## config.mk

```make
export PLATFORM = sky130hd
export DESIGN_NAME = sub120_seq
export DESIGN_NICKNAME = d
export VERILOG_FILES = /design/src/rtl/arith120_pkg.sv /design/src/rtl/sub_slice16.sv /design/src/rtl/sub120_seq.sv
export SDC_FILE = /design/constraint.sdc
export NUM_CORES = 1
export LEC_CHECK = 0
export BUFFER_PORTS_ARGS = -buffer_cell sky130_fd_sc_hd__buf_2
export CAP_MARGIN = 20
export CORE_ASPECT_RATIO = 0.7
export CORE_UTILIZATION = 55
export DETAILED_ROUTE_END_ITERATION = 6
export GPL_TIMING_DRIVEN = 1
export PLACE_DENSITY = 0.82
export SLEW_MARGIN = 25
export SYNTH_ARGS = -nofsm -noshare
export SYNTH_HDL_FRONTEND = slang
export SYNTH_HIERARCHICAL = 1
export SYNTH_SLANG_ARGS = --single-unit
```

## constraint.sdc

```tcl
create_clock -name clk -period 9.8 [get_ports clk]
set_input_delay 0.49 -clock clk [delete_from_list [all_inputs] [get_ports clk]]
set_output_delay 0.49 -clock clk [all_outputs]
set_load 0.05 [all_outputs]
```

## src/rtl/arith120_pkg.sv

```systemverilog
// arith120_pkg: shared constants and FSM state type for the 120-bit sliced arithmetic blocks
package arith120_pkg;
  localparam int WIDTH  = 120;
  localparam int SLICE  = 16;
  localparam int NSLICE = 8;
  localparam int TOP_W  = 8;
  typedef enum logic [1:0] {IDLE, RUN, DONE} state_t;
endpackage

```

## src/rtl/sub_slice16.sv

```systemverilog
// sub_slice16: combinational 16-bit subtract with borrow
// ports: a, b (16b operands), bin (borrow in) -> d (a - b - bin mod 2^16), bout (borrow out)
module sub_slice16 (
  input  logic [15:0] a,
  input  logic [15:0] b,
  input  logic        bin,
  output logic [15:0] d,
  output logic        bout
);
  assign {bout, d} = {1'b0, a} - {1'b0, b} - 17'(bin);
endmodule

```

## src/rtl/sub120_seq.sv

```systemverilog
// sub120_seq: sequential 120-bit subtractor, one slice per cycle (7 x 16b + 1 x 8b)
// ports: clk, rst_n (sync, active-low); in_valid/in_ready + a, b, borrow_in operand handshake;
//        out_valid/out_ready + diff, borrow_out result handshake
module sub120_seq
  import arith120_pkg::*;
#(
  parameter int WIDTH = 120,
  parameter int SLICE = 16
) (
  input  logic             clk,
  input  logic             rst_n,
  input  logic             in_valid,
  output logic             in_ready,
  input  logic [WIDTH-1:0] a,
  input  logic [WIDTH-1:0] b,
  input  logic             borrow_in,
  output logic             out_valid,
  input  logic             out_ready,
  output logic [WIDTH-1:0] diff,
  output logic             borrow_out
);
  state_t state, nxt;
  logic [2:0] idx;
  logic br, bo, bw, last;
  logic [WIDTH-1:0] a_r, b_r;
  logic [NSLICE*SLICE-1:0] a_ext, b_ext;
  logic [15:0] a_s, b_s, d;
  logic [6:0] off;
  assign off   = 7'(idx * SLICE);
  assign last  = idx == 3'(NSLICE - 1);
  // zero-extending to 8 full slices makes the top slice's upper 8 bits zero
  assign a_ext = (NSLICE*SLICE)'(a_r);
  assign b_ext = (NSLICE*SLICE)'(b_r);
  assign a_s   = a_ext[off +: 16];
  assign b_s   = b_ext[off +: 16];
  // on the 8-bit top slice the borrow shows up at bit 8 of the extended difference
  assign bw    = last ? d[TOP_W] : bo;
  assign in_ready  = state == IDLE;
  assign out_valid = state == DONE;
  sub_slice16 u_slice (.a(a_s), .b(b_s), .bin(br), .d(d), .bout(bo));
  always_ff @(posedge clk) state <= rst_n ? nxt : IDLE;
  always_comb begin
    nxt = state;
    if (state == IDLE && in_valid) nxt = RUN;
    if (state == RUN && last) nxt = DONE;
    if (state == DONE && out_ready) nxt = IDLE;
  end
  always_ff @(posedge clk) begin
    if (!rst_n) begin
      idx        <= '0;
      br         <= 1'b0;
      a_r        <= '0;
      b_r        <= '0;
      diff       <= '0;
      borrow_out <= 1'b0;
    end else if (state == IDLE && in_valid) begin
      a_r <= a;
      b_r <= b;
      br  <= borrow_in;
      idx <= '0;
    end else if (state == RUN) begin
      if (last) diff[WIDTH-1 -: TOP_W] <= d[TOP_W-1:0];
      else diff[off +: 16] <= d;
      br         <= bw;
      idx        <= idx + 3'd1;
      borrow_out <= last ? bw : borrow_out;
    end
  end
endmodule

```

Yosys cells after proc, flatten, opt, wreduce, memory -nomap -nowiden
Cells that the tools add are included.
{"block": "totals", "inputBits": 245, "word_cells": 42, "register_bits": 367, "out_inout_bits": 123}
{"block": "op_classes", "n_eq_ne": 3, "n_reduce_logical": 12, "n_mux": 7, "n_shift": 4, "bitwise_logic": 3, "n_addsub": 4}
{"op": "$shiftx A128 B8 Y16", "count": 2}
{"op": "$bwmux W120", "count": 1}
{"op": "$shift A16 B9 Y120 const A", "count": 1}
{"op": "$shiftx A16 B9 Y120", "count": 1}
{"op": "$sub A16 B16 Y17", "count": 1}
{"op": "$sub A17 B1 Y17", "count": 1}
{"op": "$neg A7 Y9", "count": 1}
{"op": "$mux W8", "count": 1}
{"op": "$reduce_and A3 Y1", "count": 2}
{"op": "$mux W2", "count": 2}
{"op": "$reduce_bool A2 Y1", "count": 2}
{"op": "$reduce_or A2 Y1", "count": 2}
{"op": "$add A3 B1 Y3 const B", "count": 1}
{"op": "$eq A3 B3 Y1 const B", "count": 1}
{"op": "$logic_and A1 B1 Y1", "count": 3}
{"op": "$mux W1", "count": 3}
{"op": "$not A1 Y1", "count": 3}
{"op": "$reduce_or A3 Y1", "count": 1}
{"op": "$eq A2 B1 Y1 const B", "count": 1}
{"op": "$eq A2 B2 Y1 const B", "count": 1}
{"op": "$logic_not A2 Y1", "count": 1}
{"op": "$reduce_and A2 Y1", "count": 1}

Logic depth before layout (Yosys ltp)
{"block": "logic_depth", "word_depth": 6, "mapped_depth": 20}

Modules after synthesis
The synthesis kept the hierarchy.
{"module": "sub120_seq", "area_per_inst_um2": 14348.8, "seq_area_each_um2": 7347.0, "n_inst": 1, "cells_per_inst": 1675}
{"module": "sub_slice16", "area_per_inst_um2": 1137.3, "seq_area_each_um2": 0.0, "n_inst": 1, "cells_per_inst": 165}

Worst setup path before layout
OpenSTA, ideal clock, no wires.
{"block": "synth_timing", "path_type": "reg-to-reg", "start": "register idx[0]", "end": "register diff[58]", "n_path_buf": 3, "slack_ps": 5641, "path_stages_with_launch": 16, "synth_period_minus_slack_ps": 4159, "t_arrival_ps": 4072, "required_time_ps": 9713, "path_cell_list": "dfxtp_1 > buf_6 > clkbuf_1 > buf_2 > mux4_2 > nand2_1 > nand2_1 > fa_1 > fa_1 > nor3b_1 > o211ai_2 > a31o_2 > a21oi_1 > xnor2_1 > nand2_1 > o31ai_1"}
{"block": "synth_between", "elab_chain_cells": 5, "elab_cells_between_ends": 11, "classes_between": "add/sub (3); eq/ne (1); shift (4); mux (1); bitwise (1); reduce/logical (1)"}
{"element": "start, declared", "line": "sub120_seq.sv:23", "source": "logic [2:0] idx;"}
{"element": "start signal, assigned", "line": "sub120_seq.sv:65", "source": "idx <= idx + 3'd1;"}
{"element": "$shiftx A128 B8 Y16", "line": "sub120_seq.sv:34", "source": "assign a_s = a_ext[off +: 16];"}
{"element": "via a_s[0]", "line": "sub120_seq.sv:27", "source": "logic [15:0] a_s, b_s, d;"}
{"element": "$sub A16 B16 Y17", "line": "sub_slice16.sv:10", "source": "assign {bout, d} = {1'b0, a} - {1'b0, b} - 17'(bin);"}
{"element": "$sub A17 B1 Y17", "line": "sub_slice16.sv:10"}
{"element": "via d[10]", "line": "sub120_seq.sv:27"}
{"element": "$shiftx A16 B9 Y120", "line": "sub120_seq.sv:63", "source": "else diff[off +: 16] <= d;"}
{"element": "$bwmux W120", "line": "sub120_seq.sv:63"}
{"element": "end signal, assigned by index", "line": "sub120_seq.sv:62", "source": "if (last) diff[WIDTH-1 -: TOP_W] <= d[TOP_W-1:0];"}
{"element": "end, declared", "line": "sub120_seq.sv:19", "source": "output logic [WIDTH-1:0] diff,"}
The timed path passes the listed nets, and every way through them passes these cells.
A chain may end at the register's enable or synchronous reset.

Worst setup path after layout
{"block": "layout_timing", "start": "register idx[1]", "end": "register diff[63]"}
Same word-level chain as after synthesis.

==> flow_metrics.env <==
export IMPL_status="complete, no violations"
export IMPL_timing_max_cap_violations=0
export IMPL_grt_ovfl_total=0
export IMPL_regToRegSetupSlack_ns=4.77
export IMPL_synth_nets=2123
export IMPL_floorplan_core_area_sq_um=27200
export IMPL_r2r_start="idx[1]"
export IMPL_detail_route_vias_per_cell=5.73
export IMPL_synth_enable_flop_cells=0
export IMPL_postRouteWirelength_microns=47600
export IMPL_grt_start_max_net_pins=113
export IMPL_yosysMostFrequentCell="sky130_fd_sc_hd__nand2_1"
export IMPL_power_density_nw_per_um2=203
export IMPL_dominantRegCellSynth="sky130_fd_sc_hd__dfxtp_1"
export IMPL_synth_cells_most_frequent="592 x sky130_fd_sc_hd__nand2_1, 367 x sky130_fd_sc_hd__dfxtp_1, 273 x sky130_fd_sc_hd__a21oi_1"
export IMPL_grt_setup_unrepaired="false"
export IMPL_synth_compound_area_share_pct=17.0
export IMPL_cp_required_ns=10.23
export IMPL_die_footprint_sq_um=28800
export IMPL_clock_sinks=367
export IMPL_drt_wirelength_per_cell_microns=18.9
export IMPL_post_cts_repair_setup_buffers=0
export IMPL_finalSetupViolations=0
export IMPL_synth_area_mux_share_pct=8.14
export IMPL_timing_worst_setup_path_type="register to register"
export IMPL_insertion_delay_ns=0.53
export IMPL_grtUsageMet3_pct=6.23
export IMPL_die_x_microns=203
export IMPL_vdd_ir_drop_max_mv=0.112
export IMPL_antenna_violating_nets_post_route=0
export IMPL_dr_first_iter_drc_count=1328
export IMPL_boundaryPins=368
export IMPL_basic_gate_share_of_the_synthesized_area_counting_and_or_nand_and_nor_cells_pct=18.5
export IMPL_mapped_cell_area_sq_um=15500
export IMPL_skew_ns=0.0218
export IMPL_synthesis_area_per_instance_sq_um=8.42
export IMPL_min_path_cells=3
export IMPL_io_buffer_count=367
export IMPL_dr_pass1_iters=5
export IMPL_finish_cell_count_without_fillers=2520
export IMPL_dominant_combinational_cell_family_by_area_after_synthesis="simple AND/OR/NAND/NOR gates"
export IMPL_start_point_of_the_worst_min_delay_path="b[113]"
export IMPL_fin_tns_setup_ns=0
export IMPL_drc=0
export IMPL_place_gp_congestion=0.887
export IMPL_syn_to_final_growth_pct=20.6
export IMPL_synth_area_leaders="sky130_fd_sc_hd__dfxtp_1 47%, sky130_fd_sc_hd__nand2_1 14%, sky130_fd_sc_hd__a21oi_1 8.8%"
export IMPL_asyncSetResetFlopFracSynth_pct=0
export IMPL_critical_path_peak_fanout=47
export IMPL_hold_class="input pin to register"
export IMPL_post_synth_xor_area_fraction_pct=0.905
export IMPL_worst_setup_path_start_kind="register"
export IMPL_hpwl_reported_at_the_end_of_detailed_placement_microns=33500
export IMPL_timing_hold_worst_endpoint="b_r[113]"
export IMPL_placed_cells_incl_taps=2453
export IMPL_htreeDepth=2
export IMPL_cts_root_buffer="sky130_fd_sc_hd__clkbuf_16"
export IMPL_layout_worst_path_cycle_share_pct=51.3
export IMPL_design_final_nets=2410
export IMPL_final_layout_size_suffix_gt1_share_pct=24.0
export IMPL_synthesis_warnings=6
export IMPL_worst_slew_pin_transition_ns=1.04
export IMPL_fmaxAchievable_ghz=0.199
export IMPL_relSlewSlack_pct=30.6
export IMPL_power_static_leakage_nw=7.97
export IMPL_ys_seq_elements=367
export IMPL_post_synth_top_area_fraction_pct=47.4
export IMPL_crit_reg2reg_capture="diff[63]"
export IMPL_grt_busiest_layer="met2"
export IMPL_cts_buffers=36
export IMPL_globalRouteTotalUtil_pct=32.5
export IMPL_worst_r2r_path_depth=15
export IMPL_met2_usage_pct=50.3
export IMPL_worst_setup_hold_path_clk_slew_ns=0.07
export IMPL_post_synthesis_sequential_area_ratio_pct=47.4
export IMPL_crit_arrival_ns=5.46
export IMPL_dr_total_vias=14450
export IMPL_via_count_of_the_first_global_routing_pass=13658
export IMPL_fp_row_count=50
export IMPL_finalHoldViolCount=0
export IMPL_cts_tree="built"
export IMPL_grt_antenna_before_repair=2
export IMPL_post_cts_resized=0
export IMPL_cell_taking_the_most_area_after_synthesis="sky130_fd_sc_hd__dfxtp_1"
export IMPL_post_synth_fa_ha_maj_area_fraction_pct=3.17
export IMPL_globalRouteMet1Util_pct=45.9
export IMPL_slew_violations=0
export IMPL_cp_end_kind="register"
export IMPL_layout_min_cycle_time_ns=5.03
export IMPL_clock_tree_buffer_depth=3
export IMPL_chipHeight_microns=142
export IMPL_cts_hold_buffers=0
export IMPL_grt_first_pass_wirelength_microns=73600
export IMPL_start_util_pct=56.9
export IMPL_syn_inst=1840
export IMPL_post_synth_num_cell_types=52
sequential cells by signal, summed over array words and instances, names as in the netlist:
name,count
b_r,120
a_r,120
diff,120
state,2
idx,3
br,1
borrow_out,1
cells by family (layout without fill, tap and decap cells):
logic type      count (synthesis)  after routing
other cells                     0              1
simple gates                  713            713
xor+xnor                       16             16
mux                            66             66
buf+inv                       193            508
fa+ha+maj                      38             38
flops                         367            367
compound gates                447            447
cell type report:
| cell class | instances | area, sq um |
|---|---|---|
| Antenna cell | 1 | 2.50 |
| Clock buffer | 49 | 1020 |
| Clock inverter | 17 | 204 |
| Fill cell | 2280 | 8530 |
| Inverter | 51 | 196 |
| Multi-Input combinational cell | 1280 | 7420 |
| Sequential cell | 367 | 7350 |
| Tap cell | 364 | 455 |
| Timing Repair Buffer | 391 | 2020 |
metal layers:
metal | part of all wire, % | up-vias
met5 | 0 | -
met4 | 2.6 | 0
met3 | 8.8 | 92
met2 | 45 | 683
met1 | 44 | 6840
li1 | - | 6835
power breakdown:
part | switching [mW] | internal [mW] | total, mW
registers | 0.0426 | 1.56 | 1.61
logic | 0.503 | 0.244 | 0.747
clock network | 0.594 | 0.844 | 1.44
critical path, stage by stage, from the launching register on:
cell                       delay (ns)
sky130_fd_sc_hd__dfxtp_4         0.48
sky130_fd_sc_hd__buf_4           0.39
sky130_fd_sc_hd__nor2_2          0.73
sky130_fd_sc_hd__a21oi_1         0.14
sky130_fd_sc_hd__o21ai_0         0.42
sky130_fd_sc_hd__inv_1           0.10
sky130_fd_sc_hd__ha_1            0.30
sky130_fd_sc_hd__inv_1           0.04
sky130_fd_sc_hd__ha_1            0.44
sky130_fd_sc_hd__nand2_1         0.15
sky130_fd_sc_hd__nor3_1          0.32
sky130_fd_sc_hd__nand3_1         0.12
sky130_fd_sc_hd__o221ai_1        0.21
sky130_fd_sc_hd__xor2_1          0.61
sky130_fd_sc_hd__nand2_1         0.22
sky130_fd_sc_hd__o31ai_1         0.23
per-stage QoR:
step	cell area [sq um]	worst slack [ns]	total power [mW]	utilization, %	hold WS [ns]
floorplan	15500	5.64	2.09	-	0.433
global placement	17400	4.49	2.35	64.1	0.439
detailed placement	17400	4.84	2.36	64.1	0.444
CTS	18700	4.80	3.78	68.6	0.181
global route	18700	4.54	3.94	68.6	0.192
finish	18700	4.77	3.79	68.7	0.195
cell usage in the layout (no fill, tap or decap), types with 4 or more instances in the layout:
cell type                     n
sky130_fd_sc_hd__nand2_1    592
sky130_fd_sc_hd__buf_2      367
sky130_fd_sc_hd__dfxtp_1    365
sky130_fd_sc_hd__a21oi_1    273
sky130_fd_sc_hd__a22o_1      64
sky130_fd_sc_hd__nand3_1     59
sky130_fd_sc_hd__o21ai_0     56
sky130_fd_sc_hd__inv_1       49
sky130_fd_sc_hd__mux4_2      48
sky130_fd_sc_hd__clkbuf_16   37
sky130_fd_sc_hd__ha_1        36
sky130_fd_sc_hd__nor2_1      31
sky130_fd_sc_hd__o31ai_1     25
sky130_fd_sc_hd__buf_4       22
sky130_fd_sc_hd__mux2i_1     18
sky130_fd_sc_hd__xnor2_1      9
sky130_fd_sc_hd__clkinv_2     7
sky130_fd_sc_hd__clkbuf_1     7
sky130_fd_sc_hd__xor2_1       7
sky130_fd_sc_hd__a41oi_1      5
sky130_fd_sc_hd__clkbuf_8     5
sky130_fd_sc_hd__nor3_1       4
sky130_fd_sc_hd__bufinv_16    4
worst max path at each step:
| stage | startpoint | endpoint | slack [ns] |
|---|---|---|---|
| after floorplan | idx[0] | diff[58] | 5.64 |
| after global placement | idx[1] | diff[63] | 4.49 |
| after detailed placement | idx[0] | diff[54] | 4.84 |
| after CTS | idx[0] | diff[63] | 4.80 |
| after global routing | idx[1] | diff[63] | 4.54 |
| final | idx[1] | diff[63] | 4.77 |
No activity file was read; power rests on OpenSTA's default activity.
